## src/rtl/alu_issue_ctrl.sv

```systemverilog
// Issue front-end for the 8-bit combinational ALU: decodes, reads operands from an 8x8 RF, writes back results.
// Latency: accept at edge A, result valid from A+1; one instruction in flight (IDLE/EXEC/DONE).
// Backpressure: in_ready only in IDLE; the result holds in DONE until out_ready.
module alu_issue_ctrl #(
    parameter int          DATA_W   = 8,
    parameter int          RF_DEPTH = 8,
    parameter logic [3:0]  IMM_OP   = 4'hF
) (
    input  logic              clk,
    input  logic              rst_n,
    input  logic              in_valid,
    output logic              in_ready,
    input  logic [15:0]       instr,
    output logic [3:0]        alu_ctrl,
    output logic [DATA_W-1:0] alu_x,
    output logic [DATA_W-1:0] alu_y,
    input  logic [DATA_W-1:0] alu_out,
    input  logic              alu_carry,
    output logic              out_valid,
    input  logic              out_ready,
    output logic [DATA_W-1:0] out_data,
    output logic [2:0]        out_rd,
    output logic              carry_flag,
    input  logic [2:0]        dbg_addr,
    output logic [DATA_W-1:0] dbg_data
);

    typedef enum logic [1:0] {IDLE, EXEC, DONE} state_t;

    state_t            state;
    logic [DATA_W-1:0] rf [RF_DEPTH];
    logic [3:0]        op_q;
    logic [2:0]        rd_q;

    logic [3:0]        op;
    logic [2:0]        rd;
    logic [2:0]        rs1;
    logic [2:0]        rs2;
    logic [7:0]        imm;

    assign op  = instr[15:12];
    assign rd  = instr[11:9];
    assign rs1 = instr[8:6];
    assign rs2 = instr[5:3];
    assign imm = instr[7:0];

    assign in_ready = (state == IDLE);
    assign dbg_data = rf[dbg_addr];

    always_ff @(posedge clk or negedge rst_n) begin
        if (!rst_n) begin
            state      <= IDLE;
            for (int i = 0; i < RF_DEPTH; i++) begin
                rf[i] <= '0;
            end
            op_q       <= '0;
            rd_q       <= '0;
            alu_ctrl   <= '0;
            alu_x      <= '0;
            alu_y      <= '0;
            out_valid  <= 1'b0;
            out_data   <= '0;
            out_rd     <= '0;
            carry_flag <= 1'b0;
        end else begin
            case (state)
                IDLE: begin
                    if (in_valid) begin
                        op_q  <= op;
                        rd_q  <= rd;
                        state <= EXEC;
                        // Load-immediate bypasses the ALU; alu_x carries the immediate to writeback.
                        if (op == IMM_OP) begin
                            alu_ctrl <= 4'h0;
                            alu_x    <= imm;
                        end else begin
                            alu_ctrl <= op;
                            alu_x    <= rf[rs1];
                            alu_y    <= rf[rs2];
                        end
                    end
                end
                EXEC: begin
                    out_rd    <= rd_q;
                    out_valid <= 1'b1;
                    state     <= DONE;
                    if (op_q == IMM_OP) begin
                        rf[rd_q] <= alu_x;
                        out_data <= alu_x;
                    end else if (op_q <= 4'hC) begin
                        rf[rd_q] <= alu_out;
                        out_data <= alu_out;
                    end else begin
                        out_data <= '0;
                    end
                    // ALU carry is only meaningful for add and sub.
                    if (op_q == 4'h0 || op_q == 4'h1) begin
                        carry_flag <= alu_carry;
                    end
                end
                DONE: begin
                    if (out_ready) begin
                        out_valid <= 1'b0;
                        state     <= IDLE;
                    end
                end
                default: state <= IDLE;
            endcase
        end
    end

endmodule

```

## config.mk

```make
export PLATFORM = sky130hd
export DESIGN_NAME = alu_issue_ctrl
export DESIGN_NICKNAME = d
export VERILOG_FILES = /design/src/rtl/alu_issue_ctrl.sv
export SDC_FILE = /design/constraint.sdc
export NUM_CORES = 1
export LEC_CHECK = 0
export ABC_AREA = 1
export CAP_MARGIN = 5
export CORE_MARGIN = 3
export CORE_UTILIZATION = 61
export CTS_CLUSTER_DIAMETER = 60
export DETAILED_ROUTE_END_ITERATION = 8
export MAX_ROUTING_LAYER = met4
export PLACE_DENSITY = 0.86
export SYNTH_ARGS = -nofsm -noshare
export SYNTH_HDL_FRONTEND = slang
export SYNTH_SLANG_ARGS = --single-unit
```

## constraint.sdc

```tcl
create_clock -name clk -period 2.4 [get_ports clk]
set_input_delay 0.48 -clock clk [delete_from_list [all_inputs] [get_ports clk]]
set_output_delay 0.48 -clock clk [all_outputs]
set_load 0.02 [all_outputs]
```

==> run summary, run 1 <==
The kind of launch point of the worst setup path was a flip-flop. By count the netlist is led by sky130_fd_sc_hd__nand2_1, sky130_fd_sc_hd__dfrtp_1, sky130_fd_sc_hd__o21ai_0. Cell type group with the largest total delay on the critical path: buffers and inverters. The sequential element share of the synthesized area was 0.4327; the power per unit of standard cell area was 1177 nW/um2. The logs give 7166 um2 for the post-layout instance area and 0 for the total DRC errors in the routed layout.

The number of standard-cell rows in the floorplan was 35; the filler cell count in the final layout was 767. The number of buffers inserted by port buffering was 73; the number of maximum-capacitance constraint violations was 0. The final weighted congestion in routability-driven placement is 0.9656, and the minimum clock period after layout is 2.040 ns. The proportion of synthesized flip-flops having asynchronous set or reset is 1.000, and the number of vias per cell is 6.154. The run gives 0 as the warning count from the yosys run. For the total instance count after detailed placement, the log shows 977. Timing analysis after detailed placement gives a worst setup slack of -0.4237 ns.

Static timing analysis puts the maximum clock frequency at 490.3 MHz. On the critical path, the stage with the largest delay is an instance of sky130_fd_sc_hd__clkdlybuf4s50_1. The share of final-layout standard cells stronger than drive strength 1 came out at 0.1493.

STA puts the critical path data required time at 1.92 ns. For the total die area, the log shows 11290 um2. The tightest slew margin relative to the limit was 0.5070.

Walking the worst path, the cells encountered are nor2_1, clkdlybuf4s50_1. The run finished with clean final reports. For this run, the detailed router's first-pass iteration total came to 8.

0 antenna diodes ended up in the layout. sky130_fd_sc_hd__dfrtp_1 takes more of the synthesized area than any other cell. The post-CTS clock slew at the launch and capture registers of the worst setup and hold paths is 0.11 ns, and the later-pin clock latency in the skew report is 0.38 ns. In this run the cell area measured after placement is 6988 um2. The global-route congestion overflow total is 0, and the non-filler instance count after layout is 993. The sum of buffers and inverters on the critical path was 1; the placed wire-length estimate was 12950 um.

The run gives 0 as the initial antenna violation count. TritonCTS built the clock tree. After synthesis, the cell types taking the most area are sky130_fd_sc_hd__dfrtp_1, sky130_fd_sc_hd__nand2_1, sky130_fd_sc_hd__o21ai_0.

The reported leakage power was 3.278 nW. The total wirelength of the detailed-routed design was 18610 um; the slew of the pin with the lowest slew margin was 0.7387 ns. Averaged over all synthesized cells, the footprint is 7.672 um2.

The pin count of the biggest net entering global routing was 45. The maximum clock skew at final layout is 0.01560 ns, and the number of setup violations in the final report is 0. The count of routing violations after the opening detailed-route iteration is 608. Setup repair after global routing left no endpoint under its margin. The first global-routing pass estimated 30280 um of wire. The run gives 0.7710 mV as the maximum resistive drop on vdd.

The hold violation count in the final report came out at 0. Final clock period utilization by the worst path: 0.8499. By instance count, the leading cell after synthesis is sky130_fd_sc_hd__nand2_1. The net count of the finished layout is 891. The cell area after synthesis was 6130 um2; the final worst slack was 0.3603 ns. The max-slew violation total from the final report is 0.

The total CTS buffers came out at 9. The critical path is of the flip-flop to output port type. The run gives 5994 as the number of global-route vias before repair. In this run the number of H-tree levels came out at 3. Number of cells produced by synthesis: 799. The run gives 1.56 ns as the arrival time of the worst setup path. Along the worst path, the maximum fanout reaches 4. The initial standard-cell utilization of the core was 0.6450; the width of the die was 106.2 um. The post-synthesis cell type count is 29, and the worst stage delay on the critical path is 0.62 ns. Relative to the synthesized area, the layout overhead comes to 16.90%.

The number of buffers between clock root and the deepest sink is 2. The count of nets left with antenna violations once routing finished came out at 0. CTS placed an instance of sky130_fd_sc_hd__clkbuf_8 at the clock tree root. After routing, the total negative slack on setup checks comes to 0 ns. Per-cell routed wire length: 18.74 um. The logs give 106 for the number of clock sinks and 0.7540 for the core occupancy in the finished layout. The chip height is 106.2 um, and the global-route total usage across every layer is 0.3497. The tools report the placeable core region as 9503 um2. The tightest min-delay check is of the input port to async pin type. In this run, synthesis inferred 0 flip-flops with an integrated enable. Summing over every cut layer, the via total after detailed routing is 6111. Counting flops and latches in the post-synthesis netlist gives 106. Among all flip-flop cells after synthesis, the most frequent one is sky130_fd_sc_hd__dfrtp_1. Pin placement for this block handled 74 I/O pins. The area share of the largest cell type after synthesis was 0.4327; the synthesized net count was 831. Category of the worst setup path capture point: an output port.
## worst paths after layout
check	startpoint	to	slack [ns]	cells past startpoint
worst max-delay path	state[1]	in_ready	0.36	2
worst min-delay path	rst_n	alu_x[6]	0.07	1
worst max register to register	op_q[0]	rf[25]	0.43	6
worst min register to register	alu_y[3]	alu_y[3]	0.49	2
max in group asynchronous	rst_n	rd_q[1]	1.58	2
min in group clk	alu_y[3]	alu_y[3]	0.49	2
## cell usage in the layout, fill, tap and decap left out
| cell | count |
|---|---|
| sky130_fd_sc_hd__clkbuf_8 | 10 |
| sky130_fd_sc_hd__o21ai_2 | 46 |
| sky130_fd_sc_hd__dfrtp_1 | 106 |
| sky130_fd_sc_hd__o211ai_1 | 4 |
| sky130_fd_sc_hd__clkinv_4 | 2 |
| sky130_fd_sc_hd__nor2_4 | 6 |
| sky130_fd_sc_hd__clkinvlp_4 | 1 |
| sky130_fd_sc_hd__o21ai_4 | 2 |
| sky130_fd_sc_hd__a22oi_1 | 3 |
| sky130_fd_sc_hd__a21oi_1 | 82 |
| sky130_fd_sc_hd__nand3_1 | 64 |
| sky130_fd_sc_hd__inv_1 | 68 |
| sky130_fd_sc_hd__inv_6 | 2 |
| sky130_fd_sc_hd__inv_2 | 8 |
| sky130_fd_sc_hd__mux2_2 | 1 |
| sky130_fd_sc_hd__nor2_8 | 1 |
| sky130_fd_sc_hd__a31oi_1 | 8 |
| sky130_fd_sc_hd__buf_12 | 5 |
| sky130_fd_sc_hd__o21a_1 | 8 |
| sky130_fd_sc_hd__bufinv_16 | 1 |
| sky130_fd_sc_hd__nand4_1 | 1 |
| sky130_fd_sc_hd__nor2_1 | 20 |
| sky130_fd_sc_hd__buf_4 | 21 |
| sky130_fd_sc_hd__clkdlybuf4s50_1 | 62 |
| sky130_fd_sc_hd__buf_2 | 7 |
| sky130_fd_sc_hd__clkinv_2 | 1 |
| sky130_fd_sc_hd__nor2_2 | 1 |
| sky130_fd_sc_hd__nand2_1 | 178 |
| sky130_fd_sc_hd__nand2_2 | 14 |
| sky130_fd_sc_hd__o21ai_1 | 22 |
| sky130_fd_sc_hd__nor3_1 | 3 |
| sky130_fd_sc_hd__o21ai_0 | 101 |
| sky130_fd_sc_hd__clkinv_1 | 3 |
| sky130_fd_sc_hd__dlymetal6s2s_1 | 2 |
## stage by stage
step / hold slack (ns) / power (W)
3_3_place_gp: 0.4605 / 0.007086
5_1_grt: 0.07552 / 0.008993
2_1_floorplan: 0.1844 / 0.005772
4_1_cts: 0.08369 / 0.008376
3_5_place_dp: 0.4656 / 0.007246
6_report: 0.06921 / 0.008437
## power breakdown
group          leakage [nW]  internal (W)  switching (W)
logic                  1.94       0.00156        0.00237
clock network         0.103      0.000523       0.000664
registers              1.24       0.00267       0.000656
## metal layers
metal,wire [um],vias up,GRT usage,share of wire
li1,-,2782,-,-
met1,7100,2849,0.4396,0.38
met2,8624,389,0.5480,0.46
met3,2006,91,0.08197,0.11
met4,873,0,0.1443,0.047
met5,0,-,-,0
## flip-flops by register name, indices dropped and copies added (netlist names)
name and cells:
out_data 8, out_valid 1, rd_q 3, op_q 4, alu_x 8, carry_flag 1
out_rd 3, alu_y 8, rf 64, state 2, alu_ctrl 4
## final cells by class
cell class,instances,area (um2),area share
multi-input combinational,565,2902,0.4049
sequential,106,2653,0.3702
timing repair buffer,97,938.4,0.1310
inverter,80,301.5,0.04208
tap,129,161.4,0.02252
clock buffer,10,137.6,0.01921
clock inverter,6,72.57,0.01013
## kinds of logic after synthesis
kind of cell           synth area share
AO/OA/AOI/OAI                    0.2650
buffers and inverters           0.09390
flip-flops                       0.4327
multiplexers                   0.001837
AND/OR/NAND/NOR                  0.2066
## timing repair
| action | in CTS | in global routing |
|---|---|---|
| buffers inserted | 0 | 0 |
| endpoints found under the setup margin | 8 | 6 |
| resized for setup | 32 | 4 |
| hold buffers | 0 | 0 |
| gates cloned | 0 | 0 |
Power figures use the tool's default switching activity.
==> run 2, diff against run 1 <==
- CORE_UTILIZATION: 61 -> 56
- PLACE_DENSITY: 0.86 -> 0.8
- clock period: 2.4 -> 2.05 ns (I/O delays scaled with it)
==> run summary, run 2 (synthesis gave the netlist of run 1 again) <==
The area taken by flip-flops and latches is 2653 um2 (unchanged), and the total CTS buffers is 9 (unchanged). The flow ran to the end, and the final reports show no timing, DRC or antenna violations. The number of global-route vias before repair was 5888 (-1.8%); the placed wire-length estimate was 14090 um (+8.8%). The tools report the total via count in the routed design as 6064 (-0.77%). The tools report the tightest slew margin relative to the limit as 0.5605 (+0.05352). The instance area after placement was 7167 um2 (+2.6%). The startpoint identified for the worst register-to-register timing path is state[1].

The number of maximum-capacitance constraint violations was 0 (unchanged); the global-route total usage across every layer was 0.3399 (-0.009744). The initial antenna violation count was 0 (unchanged); the final clock period utilization by the worst path was 0.9559. Leaving out fill and tap cells, the most frequent cells in the layout are sky130_fd_sc_hd__nand2_1, sky130_fd_sc_hd__dfrtp_1, sky130_fd_sc_hd__o21ai_0, sky130_fd_sc_hd__a21oi_1, sky130_fd_sc_hd__inv_1. For the number of standard-cell rows in the floorplan, the log shows 37 (+5.7%).

The leading cell type in the layout, fill and taps excluded was sky130_fd_sc_hd__nand2_1. The category of the worst setup path capture point is an output port. Hold violation count in the final report: 0 (unchanged). Traced cell by cell, the critical path runs through nor2_1, clkdlybuf4s50_1. The tools report the clock tree root driver cell as sky130_fd_sc_hd__clkbuf_8. The later-pin clock latency in the skew report is 0.38 ns (about the same).

The tools report the core occupancy in the finished layout as 0.6991 (-0.05493). The worst path needs 1.960 ns of the cycle, external delays included. The initial standard-cell utilization of the core is 0.5859 (-0.05916), and the critical path data required time is 1.64 ns (-0.28 ns).

The maximum fanout along the worst path is 4 (unchanged). In this run the critical register-to-register path is captured at rf[61]. For the filler cell count in the final layout, the log shows 880 (+15%).

The number of buffers between clock root and the deepest sink is 2 (unchanged), and the first-pass iteration count of the detailed router is 5 (-3). The slew of the pin with the lowest slew margin came out at 0.6586 ns (-0.08017 ns). The register-to-register path setup slack is 0.25 ns (-0.18 ns), and the placeable core region is 10460 um2 (+10%). Number of vias per cell: 5.933 (-3.6%). The tightest min-delay check is of the input port to async pin type. The reported leakage power is 3.356 nW (+2.4%). The arrival time of the worst setup path came out at 1.55 ns (about the same).

The tools report the total DRC errors in the routed layout as 0 (unchanged). The width of the die is 110.6 um (+4.1%). The relative area change from synthesis to final layout was 19.33%.

The hold buffer count at CTS is 0 (unchanged). The depth of the worst register-to-register path works out to 6 (unchanged). The post-route worst hold slack was 0.06652 ns (-0.002690 ns); the maximum resistive drop on vdd was 0.8288 mV (+7.5%). The post-layout net count is 913 (+2.5%), and the number of flip-flops under the largest register name is 64 (unchanged). The global-route congestion overflow total is 0 (unchanged), and the max-slew violation total from the final report is 0 (unchanged). Derived from the worst setup path, the maximum achievable clock frequency is 510.3 MHz. More flip-flops sit in one register than any other, and that register is rf.

The number of antenna-violating nets in the routed design was 0 (unchanged). Post-layout instance area: 7315 um2 (+2.1%). Share of final-layout standard cells stronger than drive strength 1: 0.1659 (+0.01661). The maximum clock skew at final layout came out at 0.009214 ns (-0.006390 ns). The per-cell routed wire length came out at 19.37 um (+3.4%). The pin count of the biggest net entering global routing is 107 (+140%). The number of setup violations in the final report is 0 (unchanged), and the worst stage delay on the critical path is 0.62 ns (about the same). STA classifies the critical path startpoint as a flip-flop. The number of clock sinks was 106 (unchanged). The final-layout setup total negative slack came out at 0 ns (unchanged). The chip height works out to 110.6 um (+4.1%).

The sum of buffers and inverters on the critical path works out to 1 (unchanged). Type of the worst setup path: flip-flop to output port. Number of buffers inserted by port buffering: 73 (unchanged). Count of boundary I/O pins: 74 (unchanged).

The tools report the non-filler instance count after layout as 1022 (+2.9%). The post-CTS clock slew at the launch and capture registers of the worst setup and hold paths came out at 0.09 ns (-0.02 ns). The largest individual stage delay along the critical path comes from the cell sky130_fd_sc_hd__clkdlybuf4s50_1. The cell type group with the largest total delay on the critical path is buffers and inverters. The tools report the total instance count after detailed placement as 1005 (+2.9%). The run gives 19800 um (+6.4%) as the total wirelength of the detailed-routed design.

The tools report the final weighted congestion in routability-driven placement as 0.9664 (about the same). TritonCTS built the clock tree. The count of routing violations after the opening detailed-route iteration is 660 (+8.6%), and the power per unit of standard cell area is 1393 nW/um2 (+18%).

The run gives 3 (unchanged) as the count of H-tree levels built during CTS. Total die area: 12240 um2 (+8.4%). The tools report the antenna cell count as 0 (unchanged). Setup repair after global routing left no endpoint under its margin. For the global-route wire length before repair, the log shows 32260 um (+6.5%).

For the multi-input logic area, the log shows 2904 um2 (about the same).
run 2: worst reg2reg max path, stage by stage (launching register included):
cell and delay, ns:
sky130_fd_sc_hd__dfrtp_1 0.41, sky130_fd_sc_hd__nor2_1 0.17, sky130_fd_sc_hd__buf_4 0.27, sky130_fd_sc_hd__o21ai_4 0.19, sky130_fd_sc_hd__nor2_4 0.47, sky130_fd_sc_hd__nand2_1 0.13
sky130_fd_sc_hd__o21ai_2 0.10
run 2: per-stage QoR:
step	setup slack [ns]	total power [W]
floorplan	0.2139	0.006758
global placement	-0.6049	0.008711
detailed placement	-0.6291	0.008870
CTS	0.07304	0.01010
global route	0.01582	0.01085
finish	0.09036	0.01019
run 2: metal layers:
layer,vias up,share of wire,global-route usage
li1,2827,-,-
met1,2824,0.41,0.4629
met2,350,0.45,0.5105
met3,63,0.10,0.06575
met4,0,0.036,0.1215
met5,-,0,-
run 2: worst max-delay path by stage:
stage / cells past startpoint / slack [ns] / end / startpoint
2_1_floorplan: 8 / 0.21 / dbg_data[5] / dbg_addr[0]
3_3_place_gp: 8 / -0.60 / dbg_data[5] / dbg_addr[0]
3_5_place_dp: 8 / -0.63 / dbg_data[0] / dbg_addr[0]
4_1_cts: 2 / 0.07 / in_ready / state[1]
5_1_grt: 8 / 0.02 / dbg_data[4] / dbg_addr[1]
6_report: 2 / 0.09 / in_ready / state[1]
run 2: repair_timing:
action,in CTS,in global routing
gates cloned,0,0
setup endpoints to repair,16,7
resized for setup,36,4
buffers inserted,0,1
run 2: power by group:
part           internal [W]  switching [W]  total, W  leakage, nW
clock              0.000570       0.000711   0.00128       0.0849
combinational       0.00203        0.00291   0.00493         2.03
sequential          0.00312       0.000848   0.00397         1.24
run 2: layout make-up:
cell class              count  area share
multi-input cells         565      0.3970
flip-flops and latches    106      0.3626
repair buffers            119      0.1512
inverters                  80     0.04122
well taps                 136     0.02326
clock buffers              14     0.01950
clock inverters             2    0.005132
